==> src/rtl/branch_resolution_unit.sv <==
`default_nettype none
// ============================================================================
// Module   : branch_resolution_unit
// Brief    : In-order in-flight prediction queue; trains the branch history
//            table on resolve and pulses mispredict/flush on a wrong guess.
//            Optional BRU_STATS_EN adds saturating branch/miss counters.
// Revision : 1.0 - initial release
// ============================================================================
module branch_resolution_unit #(
  parameter int LOWER = 5,
  parameter int DEPTH = 4
) (
  input  logic             clk,
  input  logic             rst,
  input  logic             en,
  input  logic             pred_valid,
  input  logic [LOWER-1:0] pred_addr,
  input  logic             pred_taken,
  output logic             pred_ready,
  input  logic             res_valid,
  input  logic             res_taken,
  input  logic             res_jump,
  output logic             upd_en,
  output logic [LOWER-1:0] upd_addr,
  output logic             upd_taken,
  output logic             mispredict,
  output logic             flush,
  output logic             empty,
  output logic             full,
`ifdef BRU_STATS_EN
  output logic [15:0]      branch_cnt,
  output logic [15:0]      miss_cnt,
`endif
  output logic             err
);

  localparam int c_PTR_W = (DEPTH > 1) ? $clog2(DEPTH) : 1;
  localparam int c_CNT_W = $clog2(DEPTH) + 1;

  typedef enum logic [0:0] {
    S_RUN     = 1'b0,
    S_RECOVER = 1'b1
  } state_t;

  state_t               state_q;
  logic [LOWER-1:0]     addr_mem_q  [DEPTH];
  logic                 taken_mem_q [DEPTH];
  logic [c_PTR_W-1:0]   wr_ptr_q, wr_ptr_d;
  logic [c_PTR_W-1:0]   rd_ptr_q, rd_ptr_d;
  logic [c_CNT_W-1:0]   count_q, count_d;
  logic                 upd_en_q, upd_taken_q, miss_q, err_q;
  logic [LOWER-1:0]     upd_addr_q;

  logic w_run, w_empty, w_full, w_push, w_pop, w_outcome, w_miss, w_err_set;

  assign w_run     = (state_q == S_RUN);
  assign w_empty   = (count_q == '0);
  assign w_full    = (count_q == c_CNT_W'(DEPTH));
  assign w_push    = en & pred_valid & pred_ready;
  assign w_pop     = en & res_valid & ~w_empty & w_run;
  assign w_outcome = res_taken | res_jump;
  assign w_miss    = w_pop & (w_outcome != taken_mem_q[rd_ptr_q]);
  assign w_err_set = en & ((pred_valid & ~pred_ready) | (res_valid & w_empty & w_run));

  assign pred_ready = ~w_full & w_run;
  assign empty      = w_empty;
  assign full       = w_full;
  assign err        = err_q;
  assign upd_addr   = upd_addr_q;
  assign upd_taken  = upd_taken_q;
  // Pulses are held while stalled and only presented on an enabled cycle
  assign upd_en     = upd_en_q & en;
  assign mispredict = miss_q & en;
  assign flush      = miss_q & en;

  always_comb begin
    count_d  = count_q;
    wr_ptr_d = wr_ptr_q;
    rd_ptr_d = rd_ptr_q;
    if (w_miss) begin
      // Wrong path: everything younger than the head is discarded, incl. this cycle's push
      count_d  = '0;
      wr_ptr_d = '0;
      rd_ptr_d = '0;
    end else begin
      if (w_push) wr_ptr_d = wr_ptr_q + c_PTR_W'(1);
      if (w_pop)  rd_ptr_d = rd_ptr_q + c_PTR_W'(1);
      case ({w_push, w_pop})
        2'b10:   count_d = count_q + c_CNT_W'(1);
        2'b01:   count_d = count_q - c_CNT_W'(1);
        default: count_d = count_q;
      endcase
    end
  end

  always_ff @(posedge clk) begin
    if (rst) begin
      state_q     <= S_RUN;
      wr_ptr_q    <= '0;
      rd_ptr_q    <= '0;
      count_q     <= '0;
      upd_en_q    <= 1'b0;
      upd_addr_q  <= '0;
      upd_taken_q <= 1'b0;
      miss_q      <= 1'b0;
      err_q       <= 1'b0;
    end else begin
      wr_ptr_q <= wr_ptr_d;
      rd_ptr_q <= rd_ptr_d;
      count_q  <= count_d;
      if (w_err_set) err_q <= 1'b1;
      if (en) begin
        upd_en_q <= w_pop;
        miss_q   <= w_miss;
        if (w_pop) begin
          upd_addr_q  <= addr_mem_q[rd_ptr_q];
          upd_taken_q <= w_outcome;
        end
        case (state_q)
          S_RUN:     if (w_miss) state_q <= S_RECOVER;
          S_RECOVER: state_q <= S_RUN;
          default:   state_q <= S_RUN;
        endcase
      end
    end
  end

  always_ff @(posedge clk) begin
    if (w_push) begin
      addr_mem_q[wr_ptr_q]  <= pred_addr;
      taken_mem_q[wr_ptr_q] <= pred_taken;
    end
  end

`ifdef BRU_STATS_EN
  logic [15:0] branch_cnt_q, miss_cnt_q;

  always_ff @(posedge clk) begin
    if (rst) begin
      branch_cnt_q <= '0;
      miss_cnt_q   <= '0;
    end else begin
      if (w_pop && (branch_cnt_q != 16'hFFFF)) branch_cnt_q <= branch_cnt_q + 16'd1;
      if (w_miss && (miss_cnt_q != 16'hFFFF))  miss_cnt_q   <= miss_cnt_q + 16'd1;
    end
  end

  assign branch_cnt = branch_cnt_q;
  assign miss_cnt   = miss_cnt_q;
`endif

endmodule
`default_nettype wire
==> config.mk <==
export PLATFORM = sky130hd
export DESIGN_NAME = branch_resolution_unit
export DESIGN_NICKNAME = d
export VERILOG_FILES = /design/src/rtl/branch_resolution_unit.sv
export SDC_FILE = /design/constraint.sdc
export NUM_CORES = 1
export LEC_CHECK = 0
export CORE_MARGIN = 2
export CORE_UTILIZATION = 25
export DETAILED_ROUTE_END_ITERATION = 12
export PLACE_DENSITY = 0.45
export SLEW_MARGIN = 25
export SYNTH_ARGS = -nofsm -noshare
export SYNTH_HDL_FRONTEND = slang
export SYNTH_SLANG_ARGS = --single-unit
==> constraint.sdc <==
create_clock -name clk -period 3.1 [get_ports clk]
set_clock_uncertainty 0.1 [all_clocks]
set_input_delay 0.93 -clock clk [delete_from_list [all_inputs] [get_ports clk]]
set_output_delay 0.93 -clock clk [all_outputs]
set_load 0.03 [all_outputs]
==> summary.md, run 1 <==
| Metric | Value |
|---|---|
| Non-filler cells, final | `between 200 and 250` |
| CP max FO | `5` |
| PostCTS Resize Cnt | `0` |
| Required @ worst endpoint | `2.07 ns` |
| Clock Path Buffers | `2` |
| DRC violations left | `0` |
| Antenna cells | `0` |
| Drt first pass iters | `4` |
| Die X | `approximately 88 um` |
| Hold Crit Start | `miss_q` |
| Pleak | `0.7563 nW` |
| CP startpoint kind | `input port` |
| Initial Util | `0.2583` |
| Core Area | `6756 um2` |
| Syn-to-layout area delta | `24.66%` |
| Reg2Reg Setup Slack | `0.83 ns` |
| Gr usage total | `0.09057` |
| Routed wire length | `3.107 mm` |
| Setup_tns | `0 ns` |
| Worst slew pin tran | `between 0.4 and 0.5 ns` |
| Final instance area | `2176 um2` |
| Async set-reset flop share out of synthesis | `0` |
| Yosys warns | `0` |
| Drt wl/cell | `12.73 um` |
| Max Slew Vio Count | `0` |
| # nets final | `~180` |
| Max transition margin | `0.6936` |
| Most frequent CP cell | `buf_4` |
| Die area | `~7700 um2` |
| Initial antenna violation count | `0` |
| CTS root buf | `clkbuf_8` |
| Worst path slowest cell | `clkdlybuf4s50_1` |
| Synth area leaders | `edfxtp_1, dfxtp_1, mux4_2` |
| Largest net degree at the start of global routing | `14` |
| CTS tree | `built` |
| Routability congestion estimate | `~0.66` |
| Vias/cell | `4.262` |
| Slowest stage delay, CP | `0.48 ns` |
| Post-synth EDFFs | `24` |
| Syn avg cell area | `13.32 um2` |
| Peak supply drop | `roughly 0.14 mV` |
| CP Data Arrival Time | `1.84 ns` |
| Row Count | `30` |
| Setup repair bufs after CTS | `0` |
| Post-synthesis sequential area ratio | `0.6308` |
| Routed Antenna Nets | `0` |
| Total chip power | `0.001159 W` |
| Seq cells post-synth | `43` |
| Vias in the first global route | `1053` |
| Final worst path period share | `0.9252` |
| Placed cells | `236` |
| Synth Instances | `131` |
| Critical Path End Type | `output pin` |
| Top-area cell type share of the netlist area | `0.4129` |
| Final setup viols | `0` |
| FMAX | `roughly 350 MHz` |
| Unrepaired setup endpoints after global routing | `false` |
| Max cap viols | `0` |
| Status | `complete, no violations` |
| Dominant register cell in the synthesized netlist | `edfxtp_1` |
| Sink Count | `43` |
| Family with the most delay on the worst path | `buffers and inverters` |
| Vias | `1040` |
| R2r worst-path depth | `10` |
| Fin crit period | `2.868 ns` |
| Worst path cell trace | `clkdlybuf4s50_1 -> buf_4 -> and2_1 -> buf_4` |
| Clk slew on worst S/H paths | `0.07 ns` |
| Distinct cells, synth | `31` |
| Clk_lat worst skew | `0.29 ns` |
| GRT Residual Overflow | `0` |
| Crit Path Category | `input port to output pin` |
| CTS H-tree depth | `2` |
| WP buf/inv | `3` |
| Met2 wire len | `1.526 mm` |
| PortBufs | `25` |
| IO Pins | `26` |
| Layout cell share with drive strength beyond 1 | `0.1585` |
| Detailed Route Iter0 Violations | `46` |
| WHS Path Cells | `2` |
| Synthesized Nets | `150` |
| Hold EP | `miss_q` |
| CTS Buf Count | `5` |
| Placed cell area | `2095 um2` |
| PD cells | `~530 nW/um2` |
| HPWL after DPL | `2.322 mm` |
| First-pass GRT wire length | `5.181 mm` |
| Hold Vio Cnt, Final | `0` |
| Synthesized area | `1745 um2` |
| Worst R2R Start | `count_q[2]` |
| Top Metal Used | `met4` |
| WL met1 | `1.342 mm` |
| Worst hold-check path type | `flip-flop to flip-flop` |
| Die span in y | `87.56 um` |
| Hold_buf cts | `0` |
| WL met3 | `between 200 and 250 um` |
| Final Util | `0.3220` |
| Reg2reg end | `count_q[2]` |
| Crit path from | `en` |
| Cell taking the most area after synthesis | `edfxtp_1` |
## cells in the mapped netlist (2+ instances only)
cell type / number
nor2_1: 15
o21ai_1: 2
a21oi_1: 8
mux4_2: 6
inv_1: 7
edfxtp_1: 24
and2_1: 6
ha_1: 5
dfxtp_1: 19
xnor2_1: 3
xor2_1: 3
nand2_1: 14
## cell families after synthesis
family,count (synthesis),share of synthesized area
DFF,43,0.6308
and+or+nand+nor,42,0.1183
AOI/OAI and AO/OA,13,0.04588
buffers and inverters,13,0.03512
xor gates and xnor gates,7,0.03943
muxes,7,0.08315
adders and majority gates,6,0.04731
## how the worst max path moves through the flow
stage                 end  slack, ns  cells after the start
2_1_floorplan  count_q[2]       0.35                     10
4_1_cts              full       0.21                      2
5_1_grt              full       0.14                      2
6_report       mispredict       0.23                      4
3_5_place_dp   count_q[2]       0.06                     11
3_3_place_gp   count_q[2]       0.10                     11
## flip-flops by register name, summed over array words and instances, names as in the netlist, named ones only
signal	count
taken_mem_q	4
upd_en_q	1
addr_mem_q	20
count_q	3
miss_q	1
upd_taken	1
state_q	1
err	1
upd_addr	5
rd_ptr_q	2
wr_ptr_q	2
## metrics by stage
stage	hold slack [ns]	worst slack [ns]
global placement	0.3378	0.1047
floorplan	0.3212	0.3540
CTS	0.3506	0.2116
detailed placement	0.3393	0.06001
finish	0.3417	0.2318
global route	0.3686	0.1428
## layer usage
| metal | vias to the layer above | global-route usage |
|---|---|---|
| met4 | 0 | 0.03357 |
| met1 | 497 | 0.1091 |
| met2 | 28 | 0.1460 |
| li1 | 511 | - |
| met5 | - | 0 |
| met3 | 4 | 0.03676 |
## tightest hold or removal path: stages, from the launching register on
cell     delay (ns)
dfxtp_1        0.31
nand2_1        0.05
o21ai_1        0.05
## report_power, final
| part | internal, W | switching (W) |
|---|---|---|
| logic | 0.0000872 | 0.0000938 |
| registers | 0.000627 | 0.0000189 |
| clock network | 0.000155 | 0.000177 |
| total | 0.000869 | 0.000290 |
## final cells by class
| class | instances | area (um2) |
|---|---|---|
| fill | 689 | 4581 |
| sequential | 43 | 1101 |
| clock inverter | 2 | 8.758 |
| timing repair buffer | 30 | 280.3 |
| multi-input combinational | 75 | 583.1 |
| tap | 80 | 100.1 |
| inverter | 8 | 30.03 |
| clock buffer | 6 | 72.57 |
## cell usage in the layout, fill, tap and decap left out
cell type	count
mux2i_1	1
o21a_1	1
clkbuf_8	5
inv_1	7
inv_2	1
or3_4	1
mux4_2	6
nand2_4	1
xnor2_2	1
a21oi_1	8
buf_4	8
a211oi_1	1
clkdlybuf4s50_1	22
dfxtp_1	19
xnor2_1	3
nand3_1	1
fa_1	1
nor3b_1	1
clkinv_1	1
ha_1	5
xor2_1	3
nand2_1	14
edfxtp_1	24
nor2_1	15
o21ai_1	2
and3b_1	1
a21o_4	1
and2_1	6
nand2b_1	1
nor3_2	1
clkbuf_1	1
clkinv_2	1
Note: power is estimated with default switching activity, not from simulation.
==> inputs of run 2 (changes only) <==
CORE_MARGIN = 3   (was 2)
GPL_TIMING_DRIVEN = 0   (was unset)
==> run 2 against run 1 <==
  * Power up 9.3%
  * Count of clock-buffer cells in the layout down 1
  * Critical path type is now flip-flop to output pin
  * Setup slack worse by 0.044 ns
  * Largest power group unchanged
==> summary.md, run 2 (synthesis results as in run 1) <==
| Metric | Value |
|---|---|
| Most frequent cells in the layout | `edfxtp_1, clkdlybuf4s50_1, dfxtp_1` |
| CTS Buf Count | `5 (unchanged)` |
| Max reg flops | `20 (unchanged)` |
| Final setup viols | `0 (unchanged)` |
| Peak supply drop | `0.2452 mV (+77%)` |
| CTS root buf | `clkbuf_8` |
| Initial Util | `0.2658 (+0.007432)` |
| Clk slew on worst S/H paths | `0.08 ns (about the same)` |
| Placed cell area | `2112 um2 (+0.84%)` |
| CP max FO | `3 (-2)` |
| Die span in y | `89.56 um (+2.3%)` |
| Final Util | `0.3389 (+0.01688)` |
| Max cap viols | `0 (unchanged)` |
| Fin crit period | `2.913 ns (+0.04435 ns)` |
| Worst hold-check path type | `flip-flop to flip-flop` |
| First-pass GRT wire length | `5.016 mm (-3.2%)` |
| Worst slew pin tran | `0.5172 ns (+0.05912 ns)` |
| Max transition margin | `0.6533 (-0.04034)` |
| IO Pins | `26 (unchanged)` |
| CP Data Arrival Time | `1.88 ns (+0.04 ns)` |
| Vias | `1035 (-0.48%)` |
| Clk_lat worst skew | `0.29 ns (about the same)` |
| CP startpoint kind | `flip-flop` |
| Final instance area | `2226 um2 (+2.3%)` |
| Slowest stage delay, CP | `0.77 ns (+0.29 ns)` |
| PD cells | `569.1 nW/um2 (+6.8%)` |
| Pleak | `0.7774 nW (+2.8%)` |
| Routed wire length | `3.218 mm (+3.6%)` |
| Largest net degree at the start of global routing | `16 (+2)` |
| CTS H-tree depth | `2 (unchanged)` |
| Sink Count | `43 (unchanged)` |
| PortBufs | `25 (unchanged)` |
| Hold Vio Cnt, Final | `0 (unchanged)` |
| Unrepaired setup endpoints after global routing | `false` |
| Most common cell after layout, fill and taps aside | `edfxtp_1` |
| CTS tree | `built` |
| Final worst path period share | `0.9395 (+0.01431)` |
| Biggest register | `addr_mem_q` |
| Setup repair bufs after CTS | `0 (unchanged)` |
| FMAX | `343.3 MHz (-1.5%)` |
| Detailed Route Iter0 Violations | `17 (-63%)` |
| Worst path cell trace | `nor3b_1 -> clkdlybuf4s50_1` |
| Status | `complete, no violations` |
| # nets final | `182 (unchanged)` |
| Core Area | `6568 um2 (-2.8%)` |
| Routability congestion estimate | `0.6961 (+5.4%)` |
| Drt first pass iters | `4 (unchanged)` |
| Crit Path Category | `flip-flop to output pin` |
| WP buf/inv | `1 (-2)` |
| Die X | `89.56 um (+2.3%)` |
| Worst path slowest cell | `clkdlybuf4s50_1` |
| Routed Antenna Nets | `0 (unchanged)` |
| DRC violations left | `0 (unchanged)` |
| Total chip power | `0.001267 W (+9.3%)` |
| Gr usage total | `0.08739 (-0.003178)` |
| HPWL after DPL | `2.435 mm (+4.9%)` |
| Hold_buf cts | `0 (unchanged)` |
| Initial antenna violation count | `0 (unchanged)` |
| Family with the most delay on the worst path | `buffers and inverters` |
| Vias/cell | `4.027 (-5.5%)` |
| Antenna cells | `0 (unchanged)` |
| Row Count | `29 (-3.3%)` |
| Syn-to-layout area delta | `27.53%` |
| Max Slew Vio Count | `0 (unchanged)` |
| Clock Path Buffers | `2 (unchanged)` |
| GRT Residual Overflow | `0 (unchanged)` |
| Drt wl/cell | `12.52 um (-1.7%)` |
| Vias in the first global route | `1024 (-2.8%)` |
| Critical Path End Type | `output pin` |
| Layout cell share with drive strength beyond 1 | `0.1524 (-0.006098)` |
| Die area | `8020 um2 (+4.6%)` |
| Required @ worst endpoint | `2.07 ns (about the same)` |
run 2: changes by cell type in the layout (fill, tap and decap cells not counted), sizes merged:
cell / change
clkinvlp: +1
dlygate4sd2: +2
dlymetal6s2s: +1
clkinv: -2
clkdlybuf4s50: -1
inv: +1
buf: -3
bufinv: +1
run 2: area by class of cell:
type	instances	area (um2)
timing repair buffer	25	247.7
fill	650	4342
inverter	8	30.03
multi-input combinational	75	584.3
clock buffer	5	68.82
tap	93	116.4
sequential	43	1101
clock inverter	3	46.29
buffer	5	31.28
run 2: final timing paths:
check / startpoint / end / slack [ns] / cells after the start
worst max-delay path: count_q[2] / full / 0.19 / 2
worst min-delay path: miss_q / miss_q / 0.34 / 2
worst max register to register: count_q[2] / count_q[2] / 0.71 / 10
worst min register to register: miss_q / miss_q / 0.34 / 2
run 2: through the flow:
step | cells | TNS [ns] | hold slack (ns) | setup slack, ns
5_1_grt | 257 | 0 | 0.3784 | 0.04829
3_5_place_dp | 249 | -1.308 | 0.3388 | -0.3435
4_1_cts | 257 | 0 | 0.3508 | 0.006137
2_1_floorplan | 131 | 0 | 0.3212 | 0.3540
6_report | 257 | 0 | 0.3434 | 0.1874
3_3_place_gp | 249 | -1.216 | 0.3354 | -0.3437
run 2: where the power goes:
part	internal (W)	total, W	leakage, nW	switching, W
combinational	0.0000851	0.000183	0.351	0.0000979
clock	0.000243	0.000442	0.0548	0.000200
sequential	0.000627	0.000642	0.372	0.0000144
total	0.000955	0.00127	0.777	0.000312
run 2: routing by layer:
layer	GRT usage	wire (um)
met3	0.02857	127
met2	0.1476	1584
met1	0.1031	1453
met4	0.03248	52
met5	0	0
run 2: repair_timing:
item,in CTS,in global routing
endpoints found under the setup margin,4,4
gates resized for setup,5,1
cloned,0,0
run 2: tightest hold or removal path, stage by stage (launching register included):
cell,delay [ns]
dfxtp_1,0.31
nand2_1,0.05
o21ai_1,0.05
==> inputs of run 3 (changes only) <==
ABC_AREA = 0   (was unset)
==> results of run 3 <==
Same layout as run 2: the final DEF is identical, and so are final timing and power.
